$ cat src/rtl/layer_stream_sequencer_pkg.sv
// Shared types for the layer-to-layer stream sequencer: FSM state encoding
// and an index-width helper that stays valid for single-neuron layers.
package layer_stream_sequencer_pkg;

  typedef enum logic {
    COLLECT = 1'b0,
    SEND    = 1'b1
  } seq_state_t;

  // $clog2(1) is 0, which would give a zero-width index; clamp to one bit.
  function automatic int idx_width(input int n);
    return (n <= 2) ? 1 : $clog2(n);
  endfunction

endpackage

$ cat src/rtl/layer_stream_sequencer_if.sv
// Bus between upstream neurons, the sequencer and the downstream serial layer.
// The master modport is the sequencer itself; slave is the surrounding system.
interface layer_stream_sequencer_if #(
  parameter int NN = 10,
  parameter int DW = 16
);

  logic [NN-1:0]    in_valid;
  logic [NN*DW-1:0] in_data;
  logic             x_ready;
  logic             x_valid;
  logic [DW-1:0]    x_data;
  logic             busy;
  logic             frame_done;
  logic             overrun;

  modport master (
    input  in_valid, in_data, x_ready,
    output x_valid, x_data, busy, frame_done, overrun
  );

  modport slave (
    output in_valid, in_data, x_ready,
    input  x_valid, x_data, busy, frame_done, overrun
  );

endinterface

$ cat src/rtl/layer_stream_sequencer.sv
// Gathers one result per upstream neuron into a buffer, then streams the
// frame serially (neuron 0 first) into the next layer with a ready handshake.
module layer_stream_sequencer
  import layer_stream_sequencer_pkg::*;
#(
  parameter int NN        = 10,
  parameter int dataWidth = 16
) (
  input logic                      clk,
  input logic                      rst,
  layer_stream_sequencer_if.master bus
);

  localparam int            IW       = idx_width(NN);
  localparam logic [IW-1:0] LAST_IDX = IW'(NN - 1);

  seq_state_t           state_reg, state_next;
  logic [NN-1:0]        mask_reg, mask_next;
  logic [NN-1:0]        capture;
  logic [IW-1:0]        idx_reg, idx_next;
  logic                 frame_done_reg, frame_done_next;
  logic                 overrun_reg, overrun_next;
  logic [dataWidth-1:0] data_buf [NN];
  logic [dataWidth-1:0] in_slice [NN];

  generate
    for (genvar gi = 0; gi < NN; gi++) begin : g_slice
      assign in_slice[gi] = bus.in_data[gi*dataWidth +: dataWidth];
    end
  endgenerate

  always_comb begin
    state_next      = state_reg;
    mask_next       = mask_reg;
    idx_next        = idx_reg;
    capture         = '0;
    frame_done_next = 1'b0;
    overrun_next    = overrun_reg;
    case (state_reg)
      COLLECT: begin
        // A second pulse from a neuron already held is dropped, never overwritten.
        capture   = bus.in_valid & ~mask_reg;
        mask_next = mask_reg | bus.in_valid;
        if (|(bus.in_valid & mask_reg)) overrun_next = 1'b1;
        if (&mask_next) begin
          state_next = SEND;
          idx_next   = '0;
        end
      end
      SEND: begin
        if (|bus.in_valid) overrun_next = 1'b1;
        if (bus.x_ready) begin
          if (idx_reg == LAST_IDX) begin
            state_next      = COLLECT;
            mask_next       = '0;
            idx_next        = '0;
            frame_done_next = 1'b1;
          end else begin
            idx_next = idx_reg + IW'(1);
          end
        end
      end
      default: state_next = COLLECT;
    endcase
  end

  always_ff @(posedge clk or negedge rst) begin
    if (!rst) begin
      state_reg      <= COLLECT;
      mask_reg       <= '0;
      idx_reg        <= '0;
      frame_done_reg <= 1'b0;
      overrun_reg    <= 1'b0;
    end else begin
      state_reg      <= state_next;
      mask_reg       <= mask_next;
      idx_reg        <= idx_next;
      frame_done_reg <= frame_done_next;
      overrun_reg    <= overrun_next;
    end
  end

  // Buffer contents are don't-care after reset; the mask says what is valid.
  always_ff @(posedge clk) begin
    for (int k = 0; k < NN; k++) begin
      if (capture[k]) data_buf[k] <= in_slice[k];
    end
  end

  assign bus.x_valid    = (state_reg == SEND);
  assign bus.x_data     = (state_reg == SEND) ? data_buf[idx_reg] : '0;
  assign bus.busy       = (state_reg == SEND) | (|mask_reg);
  assign bus.frame_done = frame_done_reg;
  assign bus.overrun    = overrun_reg;

endmodule

$ cat src/flat_wrapper.sv
// flat-port wrapper written by rule: the top's interface ports become plain ports
module layer_stream_sequencer_flat import layer_stream_sequencer_pkg::*;
#(
  parameter int NN        = 10,
  parameter int dataWidth = 16
)
  (clk, rst, bus_in_valid, bus_in_data, bus_x_ready, bus_x_valid, bus_x_data, bus_busy, bus_frame_done, bus_overrun);
  layer_stream_sequencer_if #(.NN(NN), .DW((16))) bus_i ();
  input logic clk;
  input logic rst;
  input wire logic [$bits(bus_i.in_valid)-1:0] bus_in_valid;
  input wire logic [$bits(bus_i.in_data)-1:0] bus_in_data;
  input wire logic [$bits(bus_i.x_ready)-1:0] bus_x_ready;
  output wire logic [$bits(bus_i.x_valid)-1:0] bus_x_valid;
  output wire logic [$bits(bus_i.x_data)-1:0] bus_x_data;
  output wire logic [$bits(bus_i.busy)-1:0] bus_busy;
  output wire logic [$bits(bus_i.frame_done)-1:0] bus_frame_done;
  output wire logic [$bits(bus_i.overrun)-1:0] bus_overrun;
  assign bus_i.in_valid = bus_in_valid;
  assign bus_i.in_data = bus_in_data;
  assign bus_i.x_ready = bus_x_ready;
  assign bus_x_valid = bus_i.x_valid;
  assign bus_x_data = bus_i.x_data;
  assign bus_busy = bus_i.busy;
  assign bus_frame_done = bus_i.frame_done;
  assign bus_overrun = bus_i.overrun;
  layer_stream_sequencer #(.NN(NN), .dataWidth(dataWidth)) u_core (.clk(clk), .rst(rst), .bus(bus_i));
endmodule
$ cat config.mk
export PLATFORM = sky130hd
export DESIGN_NAME = layer_stream_sequencer_flat
export DESIGN_NICKNAME = d
export VERILOG_FILES = /design/src/rtl/layer_stream_sequencer_pkg.sv /design/src/rtl/layer_stream_sequencer_if.sv /design/src/rtl/layer_stream_sequencer.sv /design/src/flat_wrapper.sv
export SDC_FILE = /design/constraint.sdc
export NUM_CORES = 1
export LEC_CHECK = 0
export ABC_CLOCK_PERIOD_IN_PS = 3000
export BUFFER_PORTS_ARGS = -buffer_cell sky130_fd_sc_hd__buf_2
export CAP_MARGIN = 10
export CORE_MARGIN = 2
export CORE_UTILIZATION = 25
export CTS_BUF_LIST = sky130_fd_sc_hd__clkbuf_8
export CTS_CLUSTER_DIAMETER = 120
export DETAILED_ROUTE_END_ITERATION = 10
export PLACE_DENSITY = 0.47
export SLEW_MARGIN = 20
export SYNTH_ARGS = -nofsm -noshare
export SYNTH_HDL_FRONTEND = slang
export SYNTH_SLANG_ARGS = --single-unit
$ cat constraint.sdc
create_clock -name clk -period 3 [get_ports clk]
set_input_delay 0.9 -clock clk [delete_from_list [all_inputs] [get_ports clk]]
set_output_delay 0.9 -clock clk [all_outputs]
set_load 0.02 [all_outputs]
==> impl_metrics.csv, run 1 <==
group,metric,value,unit
floorplan,core-area,28500,µm²
setup_path,cp_slowest_cell,"dfrtp_4",
yosys,seq_area_frac_synth,0.727,
timing,period_needed,3310,ps
drt,drc,0,
clocking,hold_buffers,0,
power_and_ir_drop,internal_power,5.09,mW
power_and_ir_drop,vdd_drop_max,0.315,mV
layout,multi_input_area,1840,µm²
floorplan,fp.dieW,174,µm
yosys,postSynthCellCount,379,
layout,syn2layout_area_growth,28.8,%
setup_path,startpoint,"u_core.idx_reg[0]",
floorplan,initial_utilization,0.252,
drt,first_iter_violations,292,
clocking,cts_tree,"done",
setup_path,cp_num_buf_inv,2,
setup_path,r2r_start,"u_core.bus.x_valid",
floorplan,io_pins,193,
drt,via_per_inst,4.30,
floorplan,rows,62,
layout,regArea,5240,µm²
grt,grt_pass1_vias,4690,
setup_path,worst_path_largest_cell_delay,550,ps
drt,drt_wl_total,20.5,mm
clocking,clkSinkCount,177,
grt,grt_pass1_wl,30.1,mm
timing,rsz0062_at_grt,"yes",
power_and_ir_drop,power.switching,2.63,mW
timing,finalSetupViolations,16,
clocking,cts-root-buf,"clkbuf_8",
setup_path,crit_family,"multiplexers",
setup_path,crit_required,2100,ps
clocking,htree_levels,4,
timing,max_freq,302,MHz
layout,drive_gt1_frac,0.502,
setup_path,crit_path_end_kind,"primary output",
yosys,syn_area,7190,µm²
yosys,ys_seq_elements,177,
setup_path,critPathCapture,"bus_x_data[8]",
setup_path,cp_cell_sequence,"buf_12 > mux4_2 > mux2_4 > o211a_1 > buf_6",
grt,antenna_found_initial,0,
layout,largest_reg_flops,160,
clocking,cts_buffer_depth,2,
worst_hold_path,hold_class,"input port to asynchronous set/reset pin",
timing,post-route-period-util,1.10,
yosys,synth.area.top_cells,"edfxtp_1 (67%), mux4_1 (7.7%), dfrtp_1 (5.9%)",
drt,firstDrtPassIters,4,
yosys,syn_nets,554,
layout,antenna_cells,0,
power_and_ir_drop,comb_power_share,0.390,
layout,fin_util,0.325,
clocking,cts-buffers-inserted,17,
setup_path,path_depth,5,
timing,relSlewSlack,0.642,
clocking,clock_latency,480,ps
power_and_ir_drop,seqPwrFrac,0.396,
setup_path,ff2ff_path_depth,5,
run_status,violations,"setup timing",
setup_path,cp_max_fo,6,
setup_path,r2r_end,"u_core.idx_reg[0]",
floorplan,chipHeight,174,µm
timing,hold_slack,347,ps
placement,portBuffers,192,
timing,fin_skew,18.4,ps
power_and_ir_drop,power_density,833,nW/µm²
drt,wire_per_inst,20.7,µm
power_and_ir_drop,clkPwrFrac,0.214,
layout,fillers,2885,
timing,fin_ws,-309,ps
yosys,synthFlopType,"edfxtp_1",
run,max_cap_violations,0,
run_status,status,"finished with violations",
timing,hold_viol_final,0,
setup_path,crit_arrival,2410,ps
timing,tns,-4640,ps
grt,grt_usage,0.140,
timing,worst_slew_pin_slew,537,ps
timing,slew_viol_final,0,
yosys,yosys.area.top_type,"edfxtp_1",
power_and_ir_drop,p_leak,3.51,nW
drt,antenna_left,0,
drt,vias,4261,
placement,dp_slack,45.9,ps
yosys,async_flop_share,0.0960,
layout,final_cell_mix,"buf_2 (178), edfxtp_1 (160), nand2_1 (37)",
yosys,synthDistinctLibCells,38,
grt,grt_max_degree,37,
placement,dp_hpwl,14.8,mm
yosys,synth_warnings,0,
yosys,synth_edf_count,160,
layout,fin_nets,768,
floorplan,die_area,30200,µm²
setup_path,start_kind,"flip-flop",
yosys,synth_area_per_cell,19.0,µm²
setup_path,reg2reg_slack,820,ps
grt,overflow,0,
setup_path,worstSetupPathType,"flip-flop to primary output",
layout,layout_commonest_cell,"buf_2",
power_and_ir_drop,sw_frac_of_total,0.340,
clocking,clk_pin_slew,100,ps
yosys,synth.top_cell.area_share,0.668,
placement,gp_congestion,0.803,
-- layout make-up --
cell class | count | area share
clock inverters | 15 | 0.0177
inverters | 4 | 0.00162
flip-flops and latches | 177 | 0.565
repair buffers | 215 | 0.140
clock buffers | 17 | 0.0252
well taps | 384 | 0.0518
multi-input cells | 178 | 0.199
-- timing repair --
item,in CTS,in global routing
resized for setup,62,10
cloned,1,0
setup endpoints to repair,16,17
setup buffers,3,0
-- metal layers --
layer | global-route usage | up-vias | wire, µm
met5 | 0 | - | 0
met4 | 0.0420 | 0 | 348
met3 | 0.0364 | 17 | 1190
met2 | 0.229 | 179 | 9870
met1 | 0.183 | 2115 | 9080
li1 | - | 1950 | -
-- kinds of logic (layout without fill, tap and decap cells) --
logic type	count (synthesis)	in the layout	share of synthesized area
flops	177	177	0.727
simple gates	74	74	0.0490
mux	64	64	0.158
compound gates	38	38	0.0431
buf+inv	24	251	0.0190
fa+ha+maj	2	2	0.00348
-- power by group through the flow --
stage,registers (mW),clock network (mW),logic (mW)
finish,3.05,1.66,3.01
global route,3.08,1.83,3.22
CTS,3.05,1.73,3.03
detailed placement,3.08,0,2.57
global placement,3.08,0,2.54
floorplan,2.99,0,1.68
-- metrics by stage --
step | area [µm²] | std cells | total power, mW
floorplan | 7190 | 379 | 4.67
global placement | 8710 | 954 | 5.62
detailed placement | 8710 | 954 | 5.65
CTS | 9270 | 990 | 7.81
global route | 9270 | 990 | 8.13
finish | 9270 | 990 | 7.72
-- cell usage after synthesis, types with 2 or more instances --
master and instances:
inv_1 4, buf_6 4, mux4_1 21, mux2i_1 16, o22ai_1 4, nor3b_1 4
nand2_1 37, dfrtp_1 17, mux4_2 11, clkbuf_1 12, o211a_1 16, o31ai_1 2
nor4_1 4, nand2b_1 7, nor3_1 2, o21ai_0 7, ha_1 2, nor2_1 10
mux2_2 16, a22o_1 3, nand3_1 4, edfxtp_1 160
-- worst min path at each step --
stage,slack (ps),to,start
final,350,u_core.mask_reg[6],rst
after global routing,340,u_core.mask_reg[4],rst
after CTS,330,u_core.mask_reg[6],rst
after detailed placement,440,u_core.bus.overrun,u_core.bus.overrun
after global placement,440,u_core.bus.overrun,u_core.bus.overrun
after floorplan,510,u_core.mask_reg[1],u_core.mask_reg[1]
No activity file was read; power rests on OpenSTA's default activity.
==> run 2: changes to the inputs <==
CORE_MARGIN = 4   (was 2)
==> impl_metrics.csv, run 2 (synthesis gave the netlist of run 1 again) <==
group,metric,value,unit
grt,overflow,0,
placement,dp_cells,949,
clocking,cts_tree,"done",
timing,worst_slew_pin_slew,862,ps
layout,antenna_cells,0,
drt,drt_wl_total,20.9,mm
layout,fillers,2794,
layout,multi_input_area,1860,µm²
drt,firstDrtPassIters,5,
drt,via_per_inst,4.29,
drt,wire_per_inst,21.3,µm
layout,layout_commonest_cell,"buf_2",
timing,relSlewSlack,0.425,
drt,drc,0,
floorplan,rows,61,
layout,final_cell_mix,"buf_2 (178), edfxtp_1 (160), nand2_1 (37)",
timing,period_needed,3280,ps
grt,antenna_found_initial,0,
floorplan,fp.dieW,178,µm
drt,antenna_left,0,
power_and_ir_drop,vdd_drop_max,0.297,mV
setup_path,start_kind,"flip-flop",
layout,fin_cells,983,
floorplan,core-area,28100,µm²
floorplan,chipHeight,178,µm
clocking,cts_buffer_depth,2,
clocking,clock_latency,460,ps
grt,grt_max_degree,37,
timing,max_freq,305,MHz
timing,post-route-period-util,1.09,
floorplan,initial_utilization,0.256,
timing,rsz0062_at_grt,"yes",
clocking,clk_pin_slew,100,ps
placement,dp_slack,68.9,ps
layout,largest_reg_flops,160,
clocking,hold_buffers,0,
power_and_ir_drop,power_density,832,nW/µm²
timing,tns,-4060,ps
power_and_ir_drop,p_leak,3.52,nW
clocking,cts-buffers-inserted,17,
grt,grt_usage,0.132,
layout,finalInstanceArea,9270,µm²
grt,grt_pass1_vias,4725,
grt,grt_pass1_wl,29.8,mm
placement,dp_hpwl,15.3,mm
setup_path,worstSetupPathType,"flip-flop to primary output",
run,max_cap_violations,0,
setup_path,crit_path_end_kind,"primary output",
placement,portBuffers,192,
setup_path,crit_arrival,2380,ps
run_status,violations,"setup timing",
layout,syn2layout_area_growth,28.8,%
timing,finalSetupViolations,16,
run_status,status,"finished with violations",
timing,fin_skew,13.2,ps
clocking,cts-root-buf,"clkbuf_8",
floorplan,die_area,31600,µm²
timing,fin_ws,-277,ps
clocking,clkSinkCount,177,
worst_hold_path,hold_class,"input port to asynchronous set/reset pin",
drt,vias,4220,
timing,hold_viol_final,0,
timing,slew_viol_final,0,
setup_path,crit_required,2100,ps
power_and_ir_drop,power,7.71,mW
drt,first_iter_violations,222,
setup_path,cp_max_fo,6,
layout,drive_gt1_frac,0.496,
layout,regArea,5240,µm²
floorplan,io_pins,193,
placement,gp_congestion,0.778,
layout,fin_nets,768,
clocking,htree_levels,4,
placement,post_dp_cell_area,8730,µm²
[run 2: final cells by class]
type	instances	share of cell area
clock buffers	17	0.0252
clock inverters	14	0.0166
inverters	4	0.00162
multi-input cells	178	0.200
flip-flops and latches	177	0.565
well taps	378	0.0510
repair buffers	215	0.140
[run 2: per-layer routing]
layer | share of wire | up-vias | global-route usage
li1 | - | 1944 | -
met1 | 0.43 | 2093 | 0.175
met2 | 0.49 | 164 | 0.217
met3 | 0.061 | 19 | 0.0330
met4 | 0.021 | 0 | 0.0390
met5 | 0 | - | 0
[run 2: through the flow]
stage / utilization / hold WS (ps)
3_5_place_dp: 0.311 / 451
3_3_place_gp: 0.311 / 436
5_1_grt: 0.330 / 361
2_1_floorplan: - / 511
6_report: 0.330 / 361
4_1_cts: 0.328 / 340
[run 2: worst max-delay path, cell delays in order (launching register included)]
cell and delay (ps):
dfrtp_4 520, buf_12 160, mux4_2 560, mux2_4 280, o211a_1 260, buf_6 140
[run 2: path summary, 6_finish.rpt]
check	to	start	slack [ps]	cells past startpoint
worst max-delay path	bus_x_data[8]	u_core.idx_reg[0]	-280	5
worst min-delay path	u_core.bus.frame_done	rst	360	1
worst max register to register	u_core.idx_reg[3]	u_core.bus.x_valid	750	5
worst min register to register	u_core.bus.overrun	u_core.bus.overrun	470	1
max in group asynchronous	u_core.idx_reg[0]	rst	2290	1
min in group clk	u_core.bus.overrun	u_core.bus.overrun	470	1
[run 2: where the power goes]
part	switching, mW	leakage (nW)	total (mW)	internal (mW)
clock network	0.927	0.202	1.68	0.753
logic	1.46	1.70	3.00	1.54
registers	0.181	1.61	3.03	2.85
[run 2: timing repair]
action                                  4_1_cts  5_1_grt
buffers inserted                              2        0
pin swaps                                     0        3
cloned                                        1        1
gates resized for setup                      36       27
endpoints found under the setup margin       16       16
